<file path="src/rtl/mr_wb_arbiter.sv">
// mr_wb_arbiter
//   Shares one pipelined Wishbone B4 (stall) slave port between two masters:
//   M0 = load/store unit, M1 = instruction fetch. A master keeps the grant for
//   its whole cycle (cyc high). A watchdog aborts cycles that the slave never
//   answers.
//
// Ports
//   clk, rst                 clock, synchronous active-high reset
//   mN_cyc_i/stb_i/we_i      master N bus request, strobe, write enable
//   mN_addr_i/sel_i/dat_i    master N word address, byte selects, write data
//   mN_ack_o/err_o/stall_o   responses routed to master N
//   mN_dat_o                 read data to master N (slave data fanned out)
//   s_*_o                    muxed owner request toward the slave
//   s_ack_i/err_i/stall_i    slave responses
//   s_dat_i                  slave read data
//   grant_o                  one-hot owner (00 = idle)
//
// State table
//   state | meaning
//   IDLE  | nobody owns the bus; all masters stalled
//   G0    | M0 owns the slave port
//   G1    | M1 owns the slave port
module mr_wb_arbiter #(
    parameter int XLEN    = 32,
    parameter int AW      = 30,
    parameter int RR      = 1,
    parameter int TIMEOUT = 64
) (
    input  logic              clk,
    input  logic              rst,

    input  logic              m0_cyc_i,
    input  logic              m0_stb_i,
    input  logic              m0_we_i,
    input  logic [AW-1:0]     m0_addr_i,
    input  logic [XLEN/8-1:0] m0_sel_i,
    input  logic [XLEN-1:0]   m0_dat_i,
    output logic              m0_ack_o,
    output logic              m0_err_o,
    output logic              m0_stall_o,
    output logic [XLEN-1:0]   m0_dat_o,

    input  logic              m1_cyc_i,
    input  logic              m1_stb_i,
    input  logic              m1_we_i,
    input  logic [AW-1:0]     m1_addr_i,
    input  logic [XLEN/8-1:0] m1_sel_i,
    input  logic [XLEN-1:0]   m1_dat_i,
    output logic              m1_ack_o,
    output logic              m1_err_o,
    output logic              m1_stall_o,
    output logic [XLEN-1:0]   m1_dat_o,

    output logic              s_cyc_o,
    output logic              s_stb_o,
    output logic              s_we_o,
    output logic [AW-1:0]     s_addr_o,
    output logic [XLEN/8-1:0] s_sel_o,
    output logic [XLEN-1:0]   s_dat_o,
    input  logic              s_ack_i,
    input  logic              s_err_i,
    input  logic              s_stall_i,
    input  logic [XLEN-1:0]   s_dat_i,

    output logic [1:0]        grant_o
);

    localparam int WDW = (TIMEOUT > 0) ? $clog2(TIMEOUT + 1) : 1;

    typedef enum logic [1:0] {
        IDLE = 2'd0,
        G0   = 2'd1,
        G1   = 2'd2
    } state_t;

    state_t         state;
    state_t         state_n;
    logic           last_grant;   // 0: M0 held the bus last, 1: M1
    logic [WDW-1:0] wd_cnt;
    logic           wd_abort;
    logic           pick_m1;

    assign m0_dat_o = s_dat_i;
    assign m1_dat_o = s_dat_i;

    // On contention, round-robin hands the bus to whoever did not own it last.
    assign pick_m1 = m1_cyc_i && (!m0_cyc_i || ((RR != 0) && !last_grant));

    // An ack in the same cycle as the timeout means the slave did answer.
    always_comb begin
        wd_abort = 1'b0;
        if (TIMEOUT > 0)
            wd_abort = (state != IDLE) && (wd_cnt == WDW'(TIMEOUT)) && !s_ack_i;
    end

    always_comb begin
        state_n    = state;
        grant_o    = 2'b00;
        s_cyc_o    = 1'b0;
        s_stb_o    = 1'b0;
        s_we_o     = 1'b0;
        s_addr_o   = '0;
        s_sel_o    = '0;
        s_dat_o    = '0;
        m0_ack_o   = 1'b0;
        m0_err_o   = 1'b0;
        m0_stall_o = 1'b1;
        m1_ack_o   = 1'b0;
        m1_err_o   = 1'b0;
        m1_stall_o = 1'b1;

        case (state)
            G0: begin
                grant_o    = 2'b01;
                s_cyc_o    = m0_cyc_i & ~wd_abort;
                s_stb_o    = m0_stb_i & ~wd_abort;
                s_we_o     = m0_we_i;
                s_addr_o   = m0_addr_i;
                s_sel_o    = m0_sel_i;
                s_dat_o    = m0_dat_i;
                m0_ack_o   = s_ack_i;
                m0_err_o   = s_err_i | wd_abort;
                m0_stall_o = s_stall_i;
                if (wd_abort)
                    state_n = IDLE;
                else if (!m0_cyc_i)
                    state_n = m1_cyc_i ? G1 : IDLE;
            end
            G1: begin
                grant_o    = 2'b10;
                s_cyc_o    = m1_cyc_i & ~wd_abort;
                s_stb_o    = m1_stb_i & ~wd_abort;
                s_we_o     = m1_we_i;
                s_addr_o   = m1_addr_i;
                s_sel_o    = m1_sel_i;
                s_dat_o    = m1_dat_i;
                m1_ack_o   = s_ack_i;
                m1_err_o   = s_err_i | wd_abort;
                m1_stall_o = s_stall_i;
                if (wd_abort)
                    state_n = IDLE;
                else if (!m1_cyc_i)
                    state_n = m0_cyc_i ? G0 : IDLE;
            end
            default: begin
                if (m0_cyc_i || m1_cyc_i)
                    state_n = pick_m1 ? G1 : G0;
            end
        endcase
    end

    always_ff @(posedge clk) begin
        if (rst) begin
            state      <= IDLE;
            last_grant <= 1'b1;
            wd_cnt     <= '0;
        end else begin
            state <= state_n;
            if (state_n != state && state_n != IDLE)
                last_grant <= (state_n == G1);
            // Counter measures silence within one grant; saturates at the abort value.
            if (TIMEOUT == 0 || state_n != state || s_ack_i || s_err_i)
                wd_cnt <= '0;
            else if (s_cyc_o && wd_cnt != WDW'(TIMEOUT))
                wd_cnt <= wd_cnt + 1'b1;
        end
    end

endmodule
</file>
<file path="config.mk">
export PLATFORM = sky130hd
export DESIGN_NAME = mr_wb_arbiter
export DESIGN_NICKNAME = d
export VERILOG_FILES = /design/src/rtl/mr_wb_arbiter.sv
export SDC_FILE = /design/constraint.sdc
export NUM_CORES = 1
export LEC_CHECK = 0
export BUFFER_PORTS_ARGS = -buffer_cell sky130_fd_sc_hd__buf_4
export CORE_AREA = 2 2 122 124
export DETAILED_ROUTE_END_ITERATION = 10
export DIE_AREA = 0 0 124 126
export SLEW_MARGIN = 30
export SYNTH_ARGS = -nofsm -noshare
export SYNTH_HDL_FRONTEND = slang
export SYNTH_SLANG_ARGS = --single-unit
</file>
<file path="constraint.sdc">
create_clock -name clk -period 3.18 [get_ports clk]
set_input_delay 0.318 -clock clk [delete_from_list [all_inputs] [get_ports clk]]
set_output_delay 0.318 -clock clk [all_outputs]
set_load 0.01 [all_outputs]
</file>
## Yosys cells after proc, flatten, opt, wreduce, memory -nomap -nowiden

Cells that the tools add are included.
Widths: inputs -> output; s select.

| storage, ports and cells | value |
|---|---|
| output and inout port bits | 141 |
| flip-flop bits (word level) | 10 |
| word-level logic and storage cells | 53 |
| bits of input ports | 175 |

| operators by class | value |
|---|---|
| equality and inequality tests | 6 |
| add/sub/neg operators | 1 |
| muxes and demuxes | 22 |
| bitwise operators | 6 |
| reductions and logical operators | 15 |

Operator list:

| cell | number |
|---|---|
| $pmux 32 s2 | 1 |
| $pmux 30 s2 | 1 |
| $mux 2 | 7 |
| $pmux 2 s2 | 2 |
| $pmux 4 s2 | 1 |
| $add 7x1->7 const B | 1 |
| $eq 7x7->1 const B | 1 |
| $mux 1 | 7 |
| $ne 7x7->1 const B | 1 |
| $pmux 1 s2 | 3 |
| $logic_and 1x1->1 | 5 |
| $and 1x1->1 | 4 |
| $eq 2x2->1 const B | 2 |
| $logic_or 1x1->1 | 4 |
| $reduce_bool 2->1 | 2 |
| $logic_not 1->1 | 3 |
| $eq 2x1->1 const B | 1 |
| $ne 2x2->1 | 1 |
| $reduce_or 2->1 | 1 |
| $not 1->1 | 1 |
| $or 1x1->1 | 1 |

## Depth between registers and ports, before layout

Gate-level depths: netlist (run 1).

| depth | value |
|---|---|
| depth after elaboration | 10 |
| gate-level depth with buffers | 9 |
| depth with buffers taken out | 7 |

## Least setup slack after synthesis (run 1)

No wires, ideal clock.

| timing path | value |
|---|---|
| path type | flip-flop to flip-flop |
| start | register state[0] |
| end | register wd_cnt[0] |
| clock period less this slack | 2.217 ns |
| stages on the path, launching flop included | 10 |
| path slack | 0.963 ns |
| path buffers | 2 |
| library setup time | 0.130 ns |
| arrival | 2.087 ns |
| required time | 3.050 ns |
| cell sequence | dfxtp_1 clkbuf_1 inv_1 ha_1 buf_6 a22o_1 a221oi_1 nor4_1 o21ai_2 nor3_1 |

| on the way | value |
|---|---|
| word-level cells in the longest chain between the ends | 9 |
| elaborated cells between the ends (all ways) | 20 |
| those cells by class | eq/ne: 3; mux: 7; bitwise: 3; reduce/logical: 7 |

Ends and longest elaborated chain:

| what | line | text |
|---|---|---|
| start, declared | 76 | `state_t state;` |
| start signal, assigned | 158 | `state <= state_n;` |
| $reduce_bool 2->1 | 93 | `wd_abort = (state != IDLE) && (wd_cnt == WDW'(TIMEOUT)) && !s_ack_i;` |
| $logic_and 1x1->1 (2 in series) | 93 |  |
| $mux 2 (on tied branches) | 140, 124 |  |
| $pmux 2 s2 | 112 | `case (state)` |
| $ne 2x2->1 | 162 | `if (TIMEOUT == 0 \|\| state_n != state \|\| s_ack_i \|\| s_err_i)` |
| $logic_or 1x1->1 (2 in series) | 162 |  |
| $reduce_or 2->1 (no source line) | - |  |
| end signal, assigned | 165 | `wd_cnt <= wd_cnt + 1'b1;` |
| end, declared | 79 | `logic [WDW-1:0] wd_cnt;` |

Parallel ways exist; a longest one is shown, timed or not.
A chain may end at the register's enable or synchronous reset.

## Final worst setup path (run 1)

| timing path | value |
|---|---|
| start | register state[0] |
| end | output port s_dat_o[1] |

| on the way | value |
|---|---|
| word-level cells in the longest chain between the ends | 2 |
| elaborated cells between the ends (all ways) | 3 |
| those cells by class | eq/ne: 2; mux: 1 |

Ends and longest elaborated chain:

| what | line | text |
|---|---|---|
| $eq 2x2->1 / $eq 2x1->1 (equally long branches) | 112 |  |
| $pmux 32 s2 (*) | 112 |  |
| end, declared | 59 | `output logic [XLEN-1:0] s_dat_o,` |

Every way passes the cells marked *; elsewhere a longest branch is shown, timed or not.

==> results of run 1 <==
state kept, by name (all words and copies together), names as in the netlist:
register    cells
last_grant      1
wd_cnt          7
state           2
per-stage QoR:
step                power (mW)  setup slack [ns]
finish                    1.41             0.805
global placement          1.18             0.817
CTS                       1.43             0.777
floorplan                0.814             0.963
global route              1.54             0.580
detailed placement        1.18             0.799
cell families (layout without fill, tap and decap cells):
family / after synthesis / count (layout)
xor gates and xnor gates: 6 / 6
AOI/OAI and AO/OA: 87 / 87
DFF: 10 / 10
buffers and inverters: 97 / 236
adders and majority gates: 5 / 5
muxes: 3 / 3
and+or+nand+nor: 107 / 107
critical path: stages (launching register included):
cell and delay, ns:
dfxtp_1 0.50, inv_1 0.13, ha_1 0.43, inv_2 0.11, buf_4 0.35, nor2_1 0.11, buf_4 0.16
final cells by class:
type | instances | area, um2 | share of cell area [%]
Inverter | 7 | 26.3 | 0.736
Clock buffer | 4 | 88.8 | 2.49
Multi-Input combinational cell | 208 | 1340 | 37.4
Timing Repair Buffer | 225 | 1690 | 47.3
Tap cell | 184 | 230 | 6.45
Sequential cell | 10 | 200 | 5.61
final timing paths:
kind,to,slack (ns)
min,state[1],0.29
max,s_dat_o[1],0.81
min reg2reg,wd_cnt[6],0.53
max reg2reg,wd_cnt[0],0.81
routing by layer:
| layer | track usage (%) | vias to the layer above |
|---|---|---|
| met1 | 11.6 | 1239 |
| li1 | - | 1342 |
| met3 | 3.31 | 26 |
| met4 | 3.04 | 0 |
| met5 | 0 | - |
| met2 | 18.0 | 167 |
power breakdown:
group	internal (mW)	total [mW]	switching [mW]
clock	0.189	0.248	0.0587
combinational	0.465	1.01	0.548
sequential	0.137	0.152	0.0151
total	0.791	1.41	0.622
placed cells by master, fill, tap and decap left out, types with 2 or more instances in the layout:
cell type / instances
nor2b_1: 2
clkbuf_16: 3
ha_2: 2
and3_1: 3
o211ai_1: 2
nand3_1: 3
nor2_1: 69
nand2_1: 4
nand2b_1: 5
mux2i_1: 2
a22oi_1: 67
and2_1: 5
inv_1: 6
o21a_1: 2
nor4b_2: 2
xnor2_1: 2
nor3_1: 8
xor2_1: 3
buf_4: 225
dfxtp_1: 10
ha_1: 3
nand4_1: 2
==> qor.tcl, run 1 <==
set qor(run_status) {completed}
set qor(cell_count_after_placement) 634
set qor(synthDominantCellAreaShare_pct) 23.4
set qor(drc) 0
set qor(drv.max_cap_violation_count) 0
set qor(worst_hold_slack_across_all_endpoints_ns) 0.291
set qor(coreArea_um2) 14300
set qor(die_area_um2) 15600
set qor(met3WireLength_um) 987
set qor(cp_data_arrival_time_ns) 2.06
set qor(cts_tree) {done}
set qor(dp_hpwl_mm) 7.26
set qor(rr_worst_depth) 8
set qor(critical_path.startpoint_type) {flop}
set qor(synth.lib_cells_used.distinct) 47
set qor(via_count) 2774
set qor(worst_hold_class) {input pin to flop}
set qor(cts.reportedPaths.clkPinSlew_ns) 0.04
set qor(grt_first_pass_wirelength_mm) 12.7
set qor(boundaryPins) 316
set qor(number_of_global_route_vias_before_repair) 2532
set qor(critical_path_required_ns) 2.86
set qor(synth_xor_xnor_area_share_pct) 2.80
set qor(post-route-cell-area_um2) 3570
set qor(routed_via_density) 4.35
set qor(worst_setup_path_startpoint) {state[0]}
set qor(grt-ovfl-total) 0
set qor(met1Wirelength_mm) 3.37
set qor(post_cts_repair_resize_count) 0
set qor(nets_in_the_synthesized_netlist) 495
set qor(row_count) 44
set qor(detail_route.iter0.violations) 141
set qor(synth-simple-area-share_pct) 23.1
set qor(post_synthesis_share_of_cell_area_spent_on_full_adders_half_adders_and_majority_gates_pct) 2.91
set qor(dominant_combinational_cell_family_by_area_after_synthesis) {compound AO/OA/AOI/OAI gates}
set qor(post_cts.repair.setup_buffers) 0
set qor(highest_layer) {met4}
set qor(met2RoutedLength_mm) 4.40
set qor(first_pass_iters) 4
set qor(timing_max_transition_violations_final) 0
set qor(die-width_um) 124
set qor(fill_cells) 1597
set qor(final.period_utilization_pct) 74.7
set qor(synth.cell_area_um2) 2150
set qor(totalWireLength_mm) 8.97
set qor(detailed_route_wire_length_per_cell_um) 14.1
set qor(synth.avg_cell_area_um2) 6.82
set qor(antennaDiodeCount) 0
set qor(worst_path_max_fanout) 39
set qor(max-vdd-ir-drop_uv) 191
set qor(h_tree_lvl_count) 1
set qor(post_synth_inst_count) 315
set qor(power.static_leakage_nw) 1.63
set qor(synth-seq-area-share_pct) 9.32
set qor(clkLatencyLatePin_ns) 0.24
set qor(grt_max_degree) 48
set qor(placement.cell_area_um2) 3480
set qor(endpoint_kind) {primary output}
set qor(gpl_congestion) 0.780
set qor(synth_compound_gate_area_share_pct) 31.8
set qor(fin_worst_skew_ns) 0.00248
set qor(timing_worst_slew_pin_value_ns) 0.494
set qor(synthMuxAreaShare_pct) 1.46
set qor(fin_tns_setup_ns) 0
set qor(hp-start) {rst}
set qor(height_of_the_die_um) 126
set qor(drive_gt1_share_pct) 53.3
set qor(clockRootBuffer) {clkbuf_16}
set qor(criticalPathCategory) {flop to primary output}
set qor(antenna_violations_before_repair) 0
set qor(grt_setup_unrepaired) {false}
set qor(gr-usage-all-layers_pct) 10.2
set qor(netlist.top_cell.by_area) {a22oi_1}
set qor(synth.cells.most_frequent) {nor2_1 (69), a22oi_1 (67), buf_4 (64)}
set qor(synth_top_cells_by_area) {a22oi_1 (23%), buf_4 (22%), nor2_1 (12%), dfxtp_1 (9.3%), clkbuf_1 (3.3%)}
set qor(synth_edf_count) 0
set qor(syn_to_final_growth_pct) 66.3
set qor(instances_no_fill) 638
set qor(ys.warnings.count) 0
set qor(holdBufCountCts) 0
set qor(slew_headroom_pct) 67.0
set qor(post-synth-top-count-cell) {nor2_1}
set qor(max-clock-path-buffers) 2
set qor(cts-buffers-inserted) 3
set qor(hold-path-cell-count) 2
set qor(fraction_of_registers_with_async_set_or_reset_after_synthesis_pct) 0
set qor(start_util_pct) 15.0
set qor(detail-route-antenna-nets) 0
set qor(synth-seq-cells) 10
set qor(portBuffers) 219
set qor(report.final.hold_viol_count) 0
set qor(postSynth.topFlopCell) {dfxtp_1}
set qor(timing.final.setup_violations) 0
set qor(design.final.nets) 635
set qor(cts.sink_count) 10
set qor(max_clock_freq_mhz) 421
set qor(final_core_util_pct) 24.9
set qor(reg_to_reg_start) {state[0]}
set qor(finalWorstPathRequiredPeriod_ns) 2.37
set qor(power_density_nw_per_um2) 396
Note: power is estimated with default switching activity, not from simulation.
==> run 2, diff against run 1 <==
Settings changed: CORE_AREA 2 2 122 124 to 2 2 121 123, DIE_AREA 0 0 124 126 to 0 0 123 125.
Clock period 3.18 ns to 1.9 ns, I/O delays scaled along.
==> run 2 against run 1 <==
Against the previous run:
- critical path depth is 1 higher
- sequential power is 76% higher
- first-iteration DRC count is 21% lower
- wire length is 1.6% higher
- non-clock buffer count is 19 higher
- sequential share of layout area is 0.28 points lower
- via count is 2.9% higher
- flip-flop and latch count stayed put
- critical endpoint is now wd_cnt[5]
- largest cell class unchanged
==> qor.tcl, run 2 (synthesized netlist as in run 1, its figures left out) <==
set qor(hp-start) {rst}
set qor(endpoint_kind) {flop}
set qor(report.power.total_mw) 2.76
set qor(critical_path.startpoint_type) {flop}
set qor(max-clock-path-buffers) 2
set qor(via_count) 2855
set qor(gr-usage-all-layers_pct) 10.2
set qor(syn_to_final_growth_pct) 82.6
set qor(timing.final.setup_violations) 0
set qor(start_util_pct) 15.1
set qor(clockRootBuffer) {clkbuf_16}
set qor(report.final.hold_viol_count) 0
set qor(clkLatencyLatePin_ns) 0.24
set qor(cp_slowest_cell) {dfxtp_4}
set qor(grt_max_degree) 39
set qor(cp_data_arrival_time_ns) 2.06
set qor(power_density_nw_per_um2) 705
set qor(detailedPlace.worstSlack_ns) -0.105
set qor(timing_max_transition_violations_final) 0
set qor(cell_count_after_placement) 649
set qor(reg_to_reg_start) {state[0]}
set qor(largest_register) {wd_cnt}
set qor(drc) 0
set qor(worst_hold_class) {input pin to flop}
set qor(holdBufCountCts) 0
set qor(drive_gt1_share_pct) 59.2
set qor(register_area_um2) 209
set qor(finalWorstPathRequiredPeriod_ns) 1.90
set qor(dp_hpwl_mm) 7.10
set qor(cpLargestDelayFamily) {compound AO/OA/AOI/OAI gates}
set qor(detail-route-antenna-nets) 0
set qor(rr_worst_depth) 7
set qor(fin_tns_setup_ns) 0
set qor(power.static_leakage_nw) 1.79
set qor(most-common-layout-cells) {buf_4 (236), nor2_1 (68), a22oi_1 (67), dfxtp_1 (7)}
set qor(drv.max_cap_violation_count) 0
set qor(worst_setup_path_startpoint) {state[0]}
set qor(worst_path_max_fanout) 7
set qor(coreArea_um2) 14200
set qor(final.setup.worst_slack_ns) 0.00216
set qor(first_pass_iters) 4
set qor(max_clock_freq_mhz) 527
set qor(grt_first_pass_wirelength_mm) 12.7
set qor(totalWireLength_mm) 9.11
set qor(worstPathCellList) {inv_6 -> ha_4 -> a22o_4 -> a221o_1 -> a31oi_2 -> o21ai_4 -> nor3_2}
set qor(cts.sink_count) 10
set qor(critical_path_required_ns) 2.07
set qor(max-vdd-ir-drop_uv) 490
set qor(routed_via_density) 4.35
set qor(instances_no_fill) 657
set qor(combined_area_of_the_multi_input_logic_cells_um2) 1470
set qor(design.final.nets) 654
set qor(flip_flop_count_of_the_largest_register_all_copies_and_words_added) 7
set qor(fin_worst_skew_ns) 0.00267
set qor(slew_headroom_pct) 72.9
set qor(number_of_global_route_vias_before_repair) 2528
set qor(worst_path_largest_cell_delay_ns) 0.39
set qor(height_of_the_die_um) 125
set qor(run_status) {completed}
set qor(criticalPathCategory) {flop to flop}
set qor(die-width_um) 123
set qor(grt-ovfl-total) 0
set qor(cts_tree) {done}
set qor(most_common_cell_after_layout_fill_and_taps_aside) {buf_4}
set qor(h_tree_lvl_count) 1
set qor(critPathBufInv) 1
set qor(grt_setup_unrepaired) {true}
set qor(reg.largest.list) {wd_cnt x7, state x2, last_grant x1}
set qor(antennaDiodeCount) 0
set qor(cts.reportedPaths.clkPinSlew_ns) 0.04
set qor(boundaryPins) 316
set qor(crit_cells) 7
set qor(detail_route.iter0.violations) 111
set qor(timing_worst_slew_pin_value_ns) 0.405
set qor(portBuffers) 219
set qor(hold-path-cell-count) 2
set qor(gpl_congestion) 0.832
set qor(worst_hold_slack_across_all_endpoints_ns) 0.150
set qor(die_area_um2) 15400
set qor(cts-buffers-inserted) 3
set qor(row_count) 44
set qor(antenna_violations_before_repair) 0
set qor(final.period_utilization_pct) 99.9
set qor(fill_cells) 1564
set qor(detailed_route_wire_length_per_cell_um) 13.9
==> run 2: worst paths after layout <==
path              slack, ns   endpoint
hold / removal         0.15   state[0]
hold reg to reg        0.53  wd_cnt[6]
setup reg to reg      0.002  wd_cnt[5]
setup / recovery      0.002  wd_cnt[5]
==> run 2: timing repair <==
item	in CTS	in global routing
gates resized for setup	12	28
endpoints found under the setup margin	79	77
pin swaps	2	5
setup buffers	1	4
==> run 2: per-layer routing <==
layer / routed length (um) / vias up / part of all wire [%] / track usage (%)
met1: 3470 / 1259 / 38 / 11.9
met3: 1110 / 23 / 12 / 3.60
met2: 4370 / 194 / 48 / 17.5
li1: - / 1379 / - / -
met5: 0 / - / 0 / 0
met4: 164 / 0 / 1.8 / 2.74
==> run 2: final cells by class <==
class / instances / share of cell area [%]
Timing Repair Buffer: 244 / 48.2
Multi-Input combinational cell: 208 / 37.4
Tap cell: 184 / 5.87
Sequential cell: 10 / 5.33
Clock buffer: 4 / 2.27
Inverter: 7 / 0.989
==> run 2: through the flow <==
stage               util, %  area, um2
finish                 27.6       3920
global placement       25.5       3620
CTS                    26.6       3770
detailed placement     25.5       3620
floorplan                 -       2180
global route           27.6       3920
==> run 2: power breakdown <==
group	internal (mW)	switching (mW)	leakage, nW
Sequential	0.234	0.0332	0.0830
Clock	0.317	0.109	0.0442
Combinational	1.03	1.04	1.66
Total	1.58	1.18	1.79
